`src/rtl/bus_endpoint_if.sv`:
```
// rtl/bus_endpoint_if.sv - host/arbiter bus bundle for bus_endpoint
interface bus_endpoint_if #(
    parameter int pckg_sz = 32
);
    logic               tx_valid;
    logic [pckg_sz-1:0] tx_data;
    logic               tx_ready;
    logic               pndng;
    logic [pckg_sz-1:0] D_pop;
    logic               pop;
    logic               push;
    logic [pckg_sz-1:0] D_push;
    logic               rx_valid;
    logic [pckg_sz-1:0] rx_data;
    logic               rx_ready;
    logic [7:0]         drop_cnt;
    logic               err_pop;

    modport slave (
        input  tx_valid, tx_data, pop, push, D_push, rx_ready,
        output tx_ready, pndng, D_pop, rx_valid, rx_data, drop_cnt, err_pop
    );

    modport master (
        output tx_valid, tx_data, pop, push, D_push, rx_ready,
        input  tx_ready, pndng, D_pop, rx_valid, rx_data, drop_cnt, err_pop
    );
endinterface

```
`src/rtl/bus_endpoint.sv`:
```
// rtl/bus_endpoint.sv - bus endpoint with TX/RX show-ahead FIFOs and address filter

// Show-ahead FIFO; callers gate wr_en/rd_en with full/empty themselves.
module bus_endpoint_fifo #(
    parameter int width = 32,
    parameter int depth = 8
) (
    input  logic             clk,
    input  logic             reset,
    input  logic             wr_en,
    input  logic [width-1:0] wr_data,
    input  logic             rd_en,
    output logic [width-1:0] rd_data,
    output logic             full,
    output logic             empty
);
    localparam int aw = $clog2(depth);
    localparam logic [aw:0] depth_c = (aw + 1)'(depth);

    logic [width-1:0] mem [depth];
    logic [aw-1:0]    wr_ptr;
    logic [aw-1:0]    rd_ptr;
    logic [aw:0]      count;

    assign full    = (count == depth_c);
    assign empty   = (count == '0);
    assign rd_data = mem[rd_ptr];

    // Storage array; contents are meaningless until the count says otherwise.
    always_ff @(posedge clk) begin
        if (wr_en && !reset) begin
            mem[wr_ptr] <= wr_data;
        end
    end

    // Pointers wrap naturally because depth is a power of two.
    always_ff @(posedge clk) begin
        if (reset) begin
            wr_ptr <= '0;
            rd_ptr <= '0;
            count  <= '0;
        end else begin
            if (wr_en) begin
                wr_ptr <= wr_ptr + aw'(1);
            end
            if (rd_en) begin
                rd_ptr <= rd_ptr + aw'(1);
            end
            case ({wr_en, rd_en})
                2'b10:   count <= count + (aw + 1)'(1);
                2'b01:   count <= count - (aw + 1)'(1);
                default: count <= count;
            endcase
        end
    end
endmodule

module bus_endpoint #(
    parameter int          pckg_sz   = 32,
    parameter int          depth     = 8,
    parameter logic [7:0]  id        = 8'h00,
    parameter logic [7:0]  broadcast = 8'hFF
) (
    input  logic          clk,
    input  logic          reset,
    bus_endpoint_if.slave bus
);
    logic       tx_full;
    logic       tx_empty;
    logic       tx_wr;
    logic       tx_rd;
    logic       rx_full;
    logic       rx_empty;
    logic       rx_wr;
    logic       rx_rd;
    logic [7:0] dest;
    logic       addr_hit;
    logic       rx_drop;

    // Full/empty come from registered counts, so a same-cycle read never
    // makes room for a write and a same-cycle write never feeds a read.
    assign tx_wr = bus.tx_valid && !tx_full;
    assign tx_rd = bus.pop && !tx_empty;

    assign dest     = bus.D_push[pckg_sz-1 -: 8];
    assign addr_hit = bus.push && ((dest == id) || (dest == broadcast));
    assign rx_wr    = addr_hit && !rx_full;
    assign rx_drop  = addr_hit && rx_full;
    assign rx_rd    = bus.rx_ready && !rx_empty;

    assign bus.tx_ready = !tx_full;
    assign bus.pndng    = !tx_empty;
    assign bus.rx_valid = !rx_empty;

    bus_endpoint_fifo #(.width(pckg_sz), .depth(depth)) u_tx_fifo (
        .clk     (clk),
        .reset   (reset),
        .wr_en   (tx_wr),
        .wr_data (bus.tx_data),
        .rd_en   (tx_rd),
        .rd_data (bus.D_pop),
        .full    (tx_full),
        .empty   (tx_empty)
    );

    bus_endpoint_fifo #(.width(pckg_sz), .depth(depth)) u_rx_fifo (
        .clk     (clk),
        .reset   (reset),
        .wr_en   (rx_wr),
        .wr_data (bus.D_push),
        .rd_en   (rx_rd),
        .rd_data (bus.rx_data),
        .full    (rx_full),
        .empty   (rx_empty)
    );

    // Sticky error: arbiter popped while nothing was pending.
    always_ff @(posedge clk) begin
        if (reset) begin
            bus.err_pop <= 1'b0;
        end else if (bus.pop && tx_empty) begin
            bus.err_pop <= 1'b1;
        end
    end

    // Count packets addressed to us that found the RX FIFO full; saturates.
    always_ff @(posedge clk) begin
        if (reset) begin
            bus.drop_cnt <= 8'd0;
        end else if (rx_drop && (bus.drop_cnt != 8'hFF)) begin
            bus.drop_cnt <= bus.drop_cnt + 8'd1;
        end
    end
endmodule

```
`src/flat_wrapper.sv`:
```
// flat-port wrapper written by rule: the top's interface ports become plain ports
module bus_endpoint_flat 
#(
    parameter int          pckg_sz   = 32,
    parameter int          depth     = 8,
    parameter logic [7:0]  id        = 8'h00,
    parameter logic [7:0]  broadcast = 8'hFF
)
  (clk, reset, bus_tx_valid, bus_tx_data, bus_pop, bus_push, bus_D_push, bus_rx_ready, bus_tx_ready, bus_pndng, bus_D_pop, bus_rx_valid, bus_rx_data, bus_drop_cnt, bus_err_pop);
  bus_endpoint_if #(.pckg_sz(pckg_sz)) bus_i ();
  input  logic clk;
  input  logic reset;
  input wire logic [$bits(bus_i.tx_valid)-1:0] bus_tx_valid;
  input wire logic [$bits(bus_i.tx_data)-1:0] bus_tx_data;
  input wire logic [$bits(bus_i.pop)-1:0] bus_pop;
  input wire logic [$bits(bus_i.push)-1:0] bus_push;
  input wire logic [$bits(bus_i.D_push)-1:0] bus_D_push;
  input wire logic [$bits(bus_i.rx_ready)-1:0] bus_rx_ready;
  output wire logic [$bits(bus_i.tx_ready)-1:0] bus_tx_ready;
  output wire logic [$bits(bus_i.pndng)-1:0] bus_pndng;
  output wire logic [$bits(bus_i.D_pop)-1:0] bus_D_pop;
  output wire logic [$bits(bus_i.rx_valid)-1:0] bus_rx_valid;
  output wire logic [$bits(bus_i.rx_data)-1:0] bus_rx_data;
  output wire logic [$bits(bus_i.drop_cnt)-1:0] bus_drop_cnt;
  output wire logic [$bits(bus_i.err_pop)-1:0] bus_err_pop;
  assign bus_i.tx_valid = bus_tx_valid;
  assign bus_i.tx_data = bus_tx_data;
  assign bus_i.pop = bus_pop;
  assign bus_i.push = bus_push;
  assign bus_i.D_push = bus_D_push;
  assign bus_i.rx_ready = bus_rx_ready;
  assign bus_tx_ready = bus_i.tx_ready;
  assign bus_pndng = bus_i.pndng;
  assign bus_D_pop = bus_i.D_pop;
  assign bus_rx_valid = bus_i.rx_valid;
  assign bus_rx_data = bus_i.rx_data;
  assign bus_drop_cnt = bus_i.drop_cnt;
  assign bus_err_pop = bus_i.err_pop;
  bus_endpoint #(.pckg_sz(pckg_sz), .depth(depth), .id(id), .broadcast(broadcast)) u_core (.clk(clk), .reset(reset), .bus(bus_i));
endmodule
```
`config.mk`:
```
export PLATFORM = sky130hd
export DESIGN_NAME = bus_endpoint_flat
export DESIGN_NICKNAME = d
export VERILOG_FILES = /design/src/rtl/bus_endpoint_if.sv /design/src/rtl/bus_endpoint.sv /design/src/flat_wrapper.sv
export SDC_FILE = /design/constraint.sdc
export NUM_CORES = 1
export LEC_CHECK = 0
export ABC_AREA = 1
export BUFFER_PORTS_ARGS = -buffer_cell sky130_fd_sc_hd__buf_2
export CORE_MARGIN = 1.5
export CORE_UTILIZATION = 25
export DETAILED_ROUTE_END_ITERATION = 12
export PLACE_DENSITY = 0.4
export SETUP_SLACK_MARGIN = 0.02
export SLEW_MARGIN = 10
export SYNTH_ARGS = -nofsm -noshare
export SYNTH_HDL_FRONTEND = slang
export SYNTH_SLANG_ARGS = --single-unit
```
`constraint.sdc`:
```
create_clock -name clk -period 5.2 [get_ports clk]
set_clock_uncertainty 0.15 [all_clocks]
set_input_delay 0 -clock clk [delete_from_list [all_inputs] [get_ports clk]]
set_output_delay 0 -clock clk [all_outputs]
set_load 0.02 [all_outputs]
```
==> run_results.csv, run 1 <==
group,metric,value,unit
outcome,status,"completed",
worst_hold_path,min_path_type,"in2reg",
power,peakVddDrop,0.0002648,V
clocking,cts_resized,0,
detailed_routing,drt-wirelength-per-cell,17.63,um
detailed_routing,dr.first_iter.drc_count,820,
clocking,clock_latency,0.59,ns
global_route,grt_overflow,0,
synth,synth_seq_cells,547,
detailed_routing,drc,0,
critical_path,max_stage_delay,0.77,ns
run,maxCapViolations,0,
sta,drv_slew,0,
floorplanning,num_rows,108,
sta,rsz0062_at_grt,"false",
clocking,cts_tree,"done",
cells_and_area,syn2layout_area_growth,21.61,%
critical_path,start_kind,"flop",
synth,syn_area,21780,um2
placement,dpl_cell_area,23720,um2
global_route,grt_pass1_vias,13940,
critical_path,cp_cell_sequence,"inv_4 > buf_4 > nor2_1 > o32ai_1 > nand2_1 > nand2_1 > buf_2",
power,p_leak,0.009112,uW
sta,fmax,295.6,MHz
critical_path,worstPathRequired,5.05,ns
floorplanning,start_util,25.18,%
synth,ys_seq_area_share,73.81,%
synth,syn_inst,1730,
critical_path,slowest_stage,"inv_4",
cells_and_area,finish.utilization,30.62,%
synth,ys_warn_count,0,
critical_path,crit_family,"buffers and inverters",
floorplanning,ios,146,
global_route,grt_pass1_wl,85020,um
floorplanning,core_area,86480,um2
placement,dpl.hpwl,30560,um
clocking,root_buffer,"clkbuf_16",
floorplanning,die_y,298.2,um
detailed_routing,vias,13940,
critical_path,crit_top_cell,"nand2_1",
synth,synthFlopType,"edfxtp_1",
synth,syn_area_per_cell,12.59,um2
floorplanning,dieWidth,298.2,um
placement,place.gp.congestion,0.7347,
synth,syn_nets,1813,
global_route,grt_max_degree,96,
detailed_routing,finalWirelength,55400,um
clocking,htree_levels,3,
sta,tightest_slew,1.133,ns
critical_path,cp-end-kind,"primary output",
clocking,cts_buffer_depth,3,
clocking,clk_pin_slew,0.06,ns
cells_and_area,nNetsFinal,2021,
sta,finalSetupViolCount,0,
clocking,cts.sinks,547,
sta,fin_tns_setup,0,ns
cells_and_area,design_area,26480,um2
global_route,antenna_found_initial,3,
placement,portBuffers,145,
synth,synth_edf_count,512,
critical_path,crit_type,"reg2out",
critical_path,critPathArrivalTime,3.23,ns
detailed_routing,via_per_inst,4.436,
global_route,track_usage,12.38,%
critical_path,cp.buffers_inverters,3,
sta,finalHoldViolations,0,
sta,relSlewSlack,23.81,%
synth,ys_types,30,
synth,ys_async_sr_fraction,0,%
clocking,cts_buffers,66,
sta,timing.final.crit_share,65.05,%
floorplanning,dieArea,88890,um2
detailed_routing,drt_first_pass_iters,7,
cells_and_area,drive_above_1_share,14.65,%
critical_path,path_max_fanout,95,
power,p_per_area,487.9,nW/um2
detailed_routing,ant_nets,0,
sta,min_period,3.383,ns
==> path summary, 6_finish.rpt <==
kind                                                    end  depth (start not counted)                  startpoint  slack, ns
worst max-delay path                        bus_rx_data[28]                          7                        flop       1.82
worst min-delay path            u_core.u_tx_fifo.mem[6][22]                          2             bus_tx_data[22]       0.07
worst max register to register  u_core.u_rx_fifo.mem[4][19]                          7   u_core.u_rx_fifo.count[1]       2.46
worst min register to register                         flop                          2  u_core.u_tx_fifo.rd_ptr[2]       0.30
==> metal layers <==
metal  track usage (%)  part of all wire, %
met1             16.71                   46
met2             19.97                   47
met3             2.253                  4.1
met4             4.182                  2.8
met5                 0                0.049
==> sequential cells by signal, summed over array words and instances, names as in the netlist, named ones only <==
signal                   cells
u_core.u_rx_fifo.mem       256
u_core.u_tx_fifo.mem       256
u_core.bus.drop_cnt          8
u_core.u_rx_fifo.count       4
u_core.u_tx_fifo.count       4
u_core.u_rx_fifo.rd_ptr      3
u_core.u_rx_fifo.wr_ptr      3
u_core.u_tx_fifo.rd_ptr      3
u_core.u_tx_fifo.wr_ptr      3
u_core.bus.err_pop           1
==> through the flow <==
step                total power [uW]  std cells  hold WS (ns)  worst slack, ns
floorplan                       7594       1730      -0.05113           0.6441
global placement                8608       2955        0.1195            2.296
detailed placement              8622       2955        0.1254            2.260
CTS                            13160       3141       0.03333            1.733
global route                   13670       3141       0.05932            1.492
finish                         12920       3142       0.06743            1.817
==> cell families (layout without fill, tap and decap cells) <==
| kind of cell | Yosys count | count (layout) | share of synthesized area (%) |
|---|---|---|---|
| flops | 547 | 547 | 73.81 |
| fa+ha+maj | 13 | 13 | 0.8158 |
| simple gates | 713 | 713 | 12.59 |
| other cells | 0 | 1 | 0 |
| compound gates | 296 | 296 | 9.020 |
| xor+xnor | 5 | 5 | 0.2011 |
| buf+inv | 156 | 412 | 3.562 |
==> placed cells by master (no fill, tap or decap), types with 20 or more instances in the layout <==
master         synthesis  layout
a21oi_1               20      20
buf_2                 26     145
buf_4                  6      26
clkbuf_16              0      69
dfxtp_1               35      30
dlygate4sd3_1          0      70
edfxtp_1             512     512
inv_1                 44      43
nand2_1              252     252
nor2_1               434     419
o21ai_0              130     130
o32ai_1              128     128
==> area by class of cell <==
type	instances	area, um2
clock inverters	30	275.3
fillers	8786	60000
flip-flops and latches	547	16090
repair buffers	241	1622
multi-input cells	1027	5046
diodes	1	2.502
well taps	1155	1445
inverters	55	211.5
clock buffers	86	1790
==> power breakdown <==
group	total, uW	internal [uW]	switching, uW	leakage, uW
combinational	3240	1080	2160	0.00321
clock	4430	2640	1790	0.00100
sequential	5250	4940	307	0.00490
total	12900	8660	4270	0.00911
==> Yosys cell counts, types with 2 or more instances <==
cell	n	share of area, %
nand3_1	11	0.25
nand4_1	6	0.17
o21ai_1	17	0.39
inv_1	44	0.76
xnor2_1	4	0.16
buf_6	18	0.93
o21ai_0	130	3.0
o32ai_1	128	5.1
a21oi_1	20	0.46
fa_1	2	0.18
buf_4	6	0.21
nand2_1	252	4.3
inv_2	10	0.17
ha_1	11	0.63
nor2_1	434	7.5
nand2_2	2	0.057
nand3b_1	2	0.069
nor3_1	2	0.046
dfxtp_1	35	3.2
edfxtp_1	512	71
buf_2	26	0.60
buf_1	5	0.086
clkbuf_1	46	0.79
==> timing repair <==
item | CTS | global route
buffers inserted | 0 | 0
hold buffers | 70 | 0
endpoints found under the hold margin | 549 | 0
(Power assumes the default switching activity.)
==> inputs of run 2 (changes only) <==
--- a/config.mk
+++ b/config.mk
@@ -5,7 +5,7 @@
 export SDC_FILE = /design/constraint.sdc
 export NUM_CORES = 1
 export LEC_CHECK = 0
-export ABC_AREA = 1
+export ABC_AREA = 0
 export BUFFER_PORTS_ARGS = -buffer_cell sky130_fd_sc_hd__buf_2
 export CORE_MARGIN = 1.5
 export CORE_UTILIZATION = 25
==> constraint.sdc (replaced) <==
create_clock -name clk -period 3.5 [get_ports clk]
set_clock_uncertainty 0.15 [all_clocks]
set_input_delay 0 -clock clk [delete_from_list [all_inputs] [get_ports clk]]
set_output_delay 0 -clock clk [all_outputs]
set_load 0.02 [all_outputs]
==> run 2 against run 1 <==
Clock-buffer cell count down 3. Final cell count decreased by 25%. Via count is 28% lower. Power is 19% higher. Final area is 1.3% lower. Hold slack got worse by 0.023 ns. Highest routed layer unchanged. Non-clock buffer count rose by 5. Critical path depth is 4 higher. Critical path type is now reg2reg.
==> run_results.csv, run 2 <==
group,metric,value,unit
critical_path,crit_type,"reg2reg",
clocking,cts_buffers,66,
sta,timing.final.crit_share,86.24,%
synth,synth_area_leaders,"edfxtp_1 73%, mux4_2 14%, mux2_2 3.4%, dfxtp_1 3.3%, ha_1 0.66%",
floorplanning,core_area,82500,um2
placement,portBuffers,145,
critical_path,cp-end-kind,"flop",
detailed_routing,drt_first_pass_iters,4,
synth,ys_async_sr_fraction,0,%
power,p_per_area,588.4,nW/um2
sta,min_period,3.018,ns
cells_and_area,nFillCells,7956,
detailed_routing,via_per_inst,4.308,
detailed_routing,dr.first_iter.drc_count,583,
sta,drv_slew,0,
cells_and_area,instances_no_fill,2345,
synth,syn_inst,948,
worst_hold_path,min_path_type,"in2reg",
cells_and_area,syn2layout_area_growth,24.78,%
outcome,status,"completed",
detailed_routing,drt-wirelength-per-cell,19.89,um
power,p_leak,0.008240,uW
placement,pre_cts_ws,0.4600,ns
floorplanning,start_util,25.38,%
critical_path,worstPathRequired,3.88,ns
floorplanning,dieArea,85520,um2
global_route,grt_max_degree,35,
synth,yosysMostFrequentCell,"edfxtp_1",
detailed_routing,wl_met1,20140,um
clocking,clk_pin_slew,0.06,ns
global_route,grt_pass1_wl,70590,um
synth,ys_types,48,
detailed_routing,ant_nets,0,
critical_path,cp-startpoint,"u_core.u_rx_fifo.count[0]",
clocking,root_buffer,"clkbuf_16",
clocking,cts_buffer_depth,3,
placement,dp.cells,2151,
placement,place.gp.congestion,0.6584,
synth,synth_edf_count,512,
sta,rsz0062_at_grt,"false",
synth,netlist_top_cells_count,"512 x edfxtp_1, 128 x mux4_2, 64 x mux2_2",
power,peakVddDrop,0.0003063,V
cells_and_area,top_regs,"u_core.u_rx_fifo.mem (256), u_core.u_tx_fifo.mem (256), u_core.bus.drop_cnt (8)",
run,maxCapViolations,0,
detailed_routing,top_layer,"met5",
cells_and_area,final_common_cell,"edfxtp_1",
sta,finalSetupViolCount,0,
critical_path,r2r-start,"u_core.u_rx_fifo.count[0]",
floorplanning,dieWidth,292.4,um
sta,relSlewSlack,28.56,%
cells_and_area,finish.utilization,31.67,%
sta,hold_ws,0.04487,ns
detailed_routing,wl_met3,2143,um
synth,syn_nets,1031,
detailed_routing,finalWirelength,46650,um
clocking,cts.sinks,547,
floorplanning,ios,146,
sta,fmax,331.3,MHz
worst_hold_path,min_from,"bus_tx_data[7]",
floorplanning,die_y,292.4,um
sta,finalHoldViolations,0,
critical_path,path_max_fanout,7,
sta,fin_tns_setup,0,ns
cells_and_area,most-common-layout-cells,"512 x edfxtp_1, 145 x buf_2, 128 x mux4_2",
clocking,cts_setup_buffers,0,
floorplanning,num_rows,105,
global_route,grt_overflow,0,
synth,ys_seq_area_share,76.76,%
placement,dpl.hpwl,26220,um
cells_and_area,drive_above_1_share,38.46,%
synth,synth_seq_cells,547,
sta,tightest_slew,1.072,ns
synth,syn_area,20940,um2
sta,finalWorstSetupSlack,0.4816,ns
cells_and_area,nNetsFinal,1304,
synth,ys_warn_count,0,
clocking,clock_latency,0.60,ns
synth,synth_top_area_cell,"edfxtp_1",
global_route,antenna_found_initial,4,
critical_path,critPathArrivalTime,3.40,ns
detailed_routing,wl_met2,23140,um
synth,synthFlopType,"edfxtp_1",
detailed_routing,vias,10100,
synth,syn_area_per_cell,22.09,um2
clocking,htree_levels,3,
critical_path,start_kind,"flop",
synth,synth_top_area_share,73.41,%
global_route,track_usage,11.06,%
global_route,grt_pass1_vias,11170,
clocking,cts_tree,"done",
detailed_routing,drc,0,
[run 2: changes by cell type in the layout (fill, tap and decap cells not counted), moves of 5 or more]
cell,delta
inv_1,-33
o21ai_0,-127
mux2_2,+64
xor2_1,+8
nor3_4,+5
o21ai_1,-17
nand2_1,-236
nor2_1,-394
o32ai_1,-128
inv_2,-8
nor2_4,-10
mux4_2,+128
buf_12,+6
[run 2: area by class of cell]
cell class,instances,area [um2],share of cell area (%)
flip-flops and latches,547,16090,61.56
repair buffers,246,1739,6.655
inverters,11,41.29,0.1580
diodes,1,2.502,0.009576
multi-input cells,349,4811,18.41
well taps,1070,1339,5.123
clock inverters,38,355.3,1.360
clock buffers,83,1757,6.722
[run 2: path summary, 6_finish.rpt]
kind / endpoint / slack [ns] / depth (start not counted)
worst max-delay path: u_core.u_rx_fifo.count[3] / 0.48 / 11
worst min-delay path: u_core.u_tx_fifo.mem[4][7] / 0.04 / 2
worst max register to register: u_core.u_rx_fifo.count[3] / 0.48 / 11
worst min register to register: u_core.u_tx_fifo.count[3] / 0.35 / 2
[run 2: power breakdown]
part	internal, uW	switching [uW]
Combinational	678	746
Clock	3840	2720
Sequential	7270	121
Total	11800	3590
[run 2: through the flow]
stage / area, um2 / total power (uW)
finish: 26130 / 15380
global route: 26130 / 16020
CTS: 26130 / 15650
detailed placement: 23300 / 8924
global placement: 23300 / 8914
floorplan: 21010 / 8400
[run 2: cell families (layout without fill, tap and decap cells)]
| kind of cell | count (synthesis) | count (layout) | share of synthesized area (%) |
|---|---|---|---|
| AO/OA/AOI/OAI | 36 | 36 | 1.093 |
| XOR/XNOR | 13 | 13 | 0.5437 |
| adder cells (fa/ha/maj) | 13 | 13 | 0.8484 |
| buffers and inverters | 52 | 378 | 1.016 |
| flip-flops | 547 | 547 | 76.76 |
| multiplexers | 194 | 194 | 17.30 |
| other | 0 | 1 | 0 |
| AND/OR/NAND/NOR | 93 | 93 | 2.438 |
[run 2: worst max-delay path: stages (launching register included)]
cell and delay (ns):
dfxtp_1 0.43, nor3_4 0.09, a21bo_2 0.22, a21oi_1 0.39
inv_2 0.23, ha_1 0.28, ha_1 0.27, a21o_2 0.21
a21oi_1 0.16, xnor2_1 0.08, or3_1 0.31, a21oi_1 0.14
[run 2: routing by layer]
metal / vias to the layer above / track usage (%)
met5: - / 0
met4: 6 / 3.753
met3: 87 / 2.663
met2: 198 / 18.68
met1: 5302 / 13.87
li1: 4510 / -
[run 2: what timing repair did]
action                                 CTS  global route
gates resized for setup                  0             0
endpoints found under the hold margin  547             0
hold buffers                            72             0
setup endpoints to repair                0             0
==> inputs of run 3 (changes only) <==
--- a/config.mk
+++ b/config.mk
@@ -15,4 +15,5 @@
 export SLEW_MARGIN = 10
 export SYNTH_ARGS = -nofsm -noshare
 export SYNTH_HDL_FRONTEND = slang
+export SYNTH_HIERARCHICAL = 1
 export SYNTH_SLANG_ARGS = --single-unit
==> constraint.sdc (replaced) <==
create_clock -name clk -period 3.5 [get_ports clk]
set_clock_uncertainty 0.15 [all_clocks]
set_input_delay 1.05 -clock clk [delete_from_list [all_inputs] [get_ports clk]]
set_output_delay 1.05 -clock clk [all_outputs]
set_load 0.02 [all_outputs]
==> run 3 against run 2 <==
The run now ends with setup timing left. Final area up 3.4%. Via count down 0.12%. Maximum frequency down 14%. Highest routed layer unchanged. Largest power group unchanged. Core utilization up 0.12 points. Register-to-register slack better by 0.32 ns.
==> run_results.csv, run 3 <==
group,metric,value,unit
detailed_routing,dr.first_iter.drc_count,502,
detailed_routing,ant_nets,0,
outcome,status,"finished with violations",
synth,synth_edf_count,512,
worst_hold_path,hold_path_depth,2,
critical_path,critPathArrivalTime,2.32,ns
run,maxCapViolations,0,
detailed_routing,drt-wirelength-per-cell,21.27,um
sta,rsz0062_at_grt,"true",
synth,ys_seq_area_share,75.01,%
clocking,root_buffer,"clkbuf_16",
critical_path,crit_type,"reg2out",
clocking,clk_pin_slew,0.06,ns
synth,ys_types,43,
clocking,cts_buffers,66,
synth,synth_area_leaders,"edfxtp_1 72%, mux4_2 7.8%, mux4_1 6.6%, dfxtp_1 3.3%, mux2_2 2.2%",
floorplanning,dieArea,87490,um2
detailed_routing,finalWirelength,51090,um
critical_path,rr_worst_depth,8,
critical_path,cp-end-kind,"primary output",
synth,syn_area,21430,um2
detailed_routing,via_per_inst,4.201,
sta,fmax,284.3,MHz
cells_and_area,instances_no_fill,2402,
critical_path,ff2ff_setup_slack,0.80,ns
global_route,grt_overflow,0,
power,p_int,12030,uW
sta,finalSetupViolCount,7,
floorplanning,ios,146,
placement,dpl.hpwl,28260,um
cells_and_area,most-common-layout-cells,"512 x edfxtp_1, 121 x mux4_2, 89 x buf_2",
global_route,antenna_found_initial,9,
power,netSwitchingPower,3789,uW
floorplanning,die_y,295.8,um
cells_and_area,top_regs,"u_core/u_rx_fifo/mem (256), u_core/u_tx_fifo/mem (256), u_core/bus.drop_cnt (8)",
cells_and_area,syn2layout_area_growth,26.13,%
cells_and_area,nFillCells,8137,
sta,drv_slew,0,
critical_path,path_max_fanout,5,
critical_path,worstPathRequired,2.30,ns
sta,fin_tns_setup,-0.06261,ns
global_route,grt_pass1_wl,74550,um
synth,syn_nets,1036,
power,p_leak,0.008680,uW
worst_hold_path,min_path_type,"reg2reg",
clocking,cts_buffer_depth,3,
placement,portBuffers,145,
cells_and_area,nNetsFinal,1286,
power,seqPwrFrac,46.7,%
sta,hold_ws,0.3222,ns
critical_path,r2r-end,"u_core/u_tx_fifo/count[3]",
placement,dp.cells,2261,
clocking,clock_latency,0.60,ns
global_route,grt_pass1_vias,11050,
sta,relSlewSlack,64.00,%
synth,ys_warn_count,6,
sta,tightest_slew,0.5350,ns
power,p_total,15820,uW
clocking,cts_tree,"done",
sta,min_period,3.518,ns
worst_hold_path,min_delay_worst_endpoint,"u_core/bus.err_pop",
synth,ys_async_sr_fraction,0,%
cells_and_area,drive_above_1_share,43.68,%
clocking,cts.sinks,547,
floorplanning,core_area,85010,um2
sta,finalWorstSetupSlack,-0.01765,ns
synth,netlist_top_cells_count,"512 x edfxtp_1, 74 x mux4_2, 54 x mux4_1",
floorplanning,num_rows,107,
floorplanning,start_util,25.21,%
power,clkPwrFrac,40.3,%
power,combPwrFrac,13.1,%
synth,synthFlopType,"edfxtp_1",
synth,synth_seq_cells,547,
synth,synth_top_area_share,71.74,%
placement,place.gp.congestion,0.6977,
critical_path,start_kind,"flop",
placement,pre_cts_ws,-0.1752,ns
synth,yosysMostFrequentCell,"edfxtp_1",
sta,timing.final.crit_share,100.5,%
worst_hold_path,min_from,"u_core/bus.err_pop",
power,swShare,23.95,%
synth,syn_area_per_cell,22.44,um2
detailed_routing,drc,0,
critical_path,r2r-start,"u_core/u_tx_fifo/count[1]",
sta,finalHoldViolations,0,
synth,synth_top_area_cell,"edfxtp_1",
global_route,grt_max_degree,65,
synth,syn_inst,955,
detailed_routing,vias,10090,
detailed_routing,drt_first_pass_iters,4,
clocking,htree_levels,3,
power,p_per_area,585.3,nW/um2
power,peakVddDrop,0.0004266,V
global_route,track_usage,11.69,%
cells_and_area,final_common_cell,"edfxtp_1",
outcome,violations,"setup timing",
floorplanning,dieWidth,295.8,um
## run 3: cell count changes in the layout (fill, tap and decap cells not counted), sizes merged, moves of 9 or more
cell	before	now
dlygate4sd3	72	0
clkinv	24	34
nor2b	0	9
nor2	30	47
buf	174	224
a21oi	18	5
## run 3: cells by family after synthesis
kind of cell,count (synthesis),synth area share [%]
DFF,547,75.01
muxes,208,19.08
and+or+nand+nor,105,2.487
buffers and inverters,53,1.588
AOI/OAI and AO/OA,17,0.6247
xor gates and xnor gates,14,0.5721
adders and majority gates,11,0.6422
## run 3: per-stage QoR
step	utilization [%]	area (um2)
after detailed placement	28.56	24280
after global placement	28.56	24280
after global routing	31.79	27030
after floorplan	-	21580
final	31.80	27030
after CTS	31.71	26960
## run 3: timing repair
action / in CTS / in global routing
cloned: 9 / 3
gates resized for setup: 164 / 31
endpoints found under the hold margin: 0 / 0
buffers inserted: 9 / 2
hold buffers: 0 / 0
setup endpoints to repair: 61 / 60
## run 3: power by group through the flow
stage | clock (uW) | sequential [uW] | combinational, uW
after floorplan | 0 | 7490 | 1120
after global placement | 0 | 7530 | 1670
after CTS | 6620 | 7380 | 2110
after detailed placement | 0 | 7530 | 1670
after global routing | 6840 | 7390 | 2230
final | 6370 | 7380 | 2070
## run 3: critical path: stages (launching register included)
cell       delay [ns]
dfxtp_4          0.45
buf_12           0.16
clkbuf_16        0.16
mux4_2           0.53
mux2_4           0.29
buf_6            0.13
## run 3: worst max-delay path by stage
| stage | start | to | slack [ns] | depth (start not counted) |
|---|---|---|---|---|
| 6_report | flop | bus_rx_data[17] | -0.02 | 5 |
| 5_1_grt | flop | bus_rx_data[23] | -0.11 | 5 |
| 4_1_cts | flop | bus_rx_data[13] | -0.1 | 5 |
| 3_5_place_dp | bus_D_push[24] | u_core/u_rx_fifo/count[3] | -0.18 | 11 |
| 3_3_place_gp | bus_D_push[24] | u_core/u_rx_fifo/count[3] | -0.18 | 10 |
| 2_1_floorplan | bus_D_push[28] | u_core/u_rx_fifo/mem[4][0] | -0.61 | 6 |
## run 3: cell type report
class / instances / area [um2] / area share [%]
inverters: 8 / 30.03 / 0.1111
clock buffers: 79 / 1732 / 6.406
clock inverters: 41 / 307.8 / 1.139
multi-input cells: 355 / 5102 / 18.88
well taps: 1144 / 1431 / 5.295
diodes: 1 / 2.502 / 0.009257
flip-flops and latches: 547 / 16090 / 59.51
repair buffers: 227 / 2338 / 8.651
## run 3: routing by layer
layer	track usage (%)	up-vias	routed length [um]
li1	-	4491	-
met1	15.57	5300	22830
met2	18.84	211	24580
met3	2.848	81	2617
met4	3.502	8	1015
met5	0	-	52
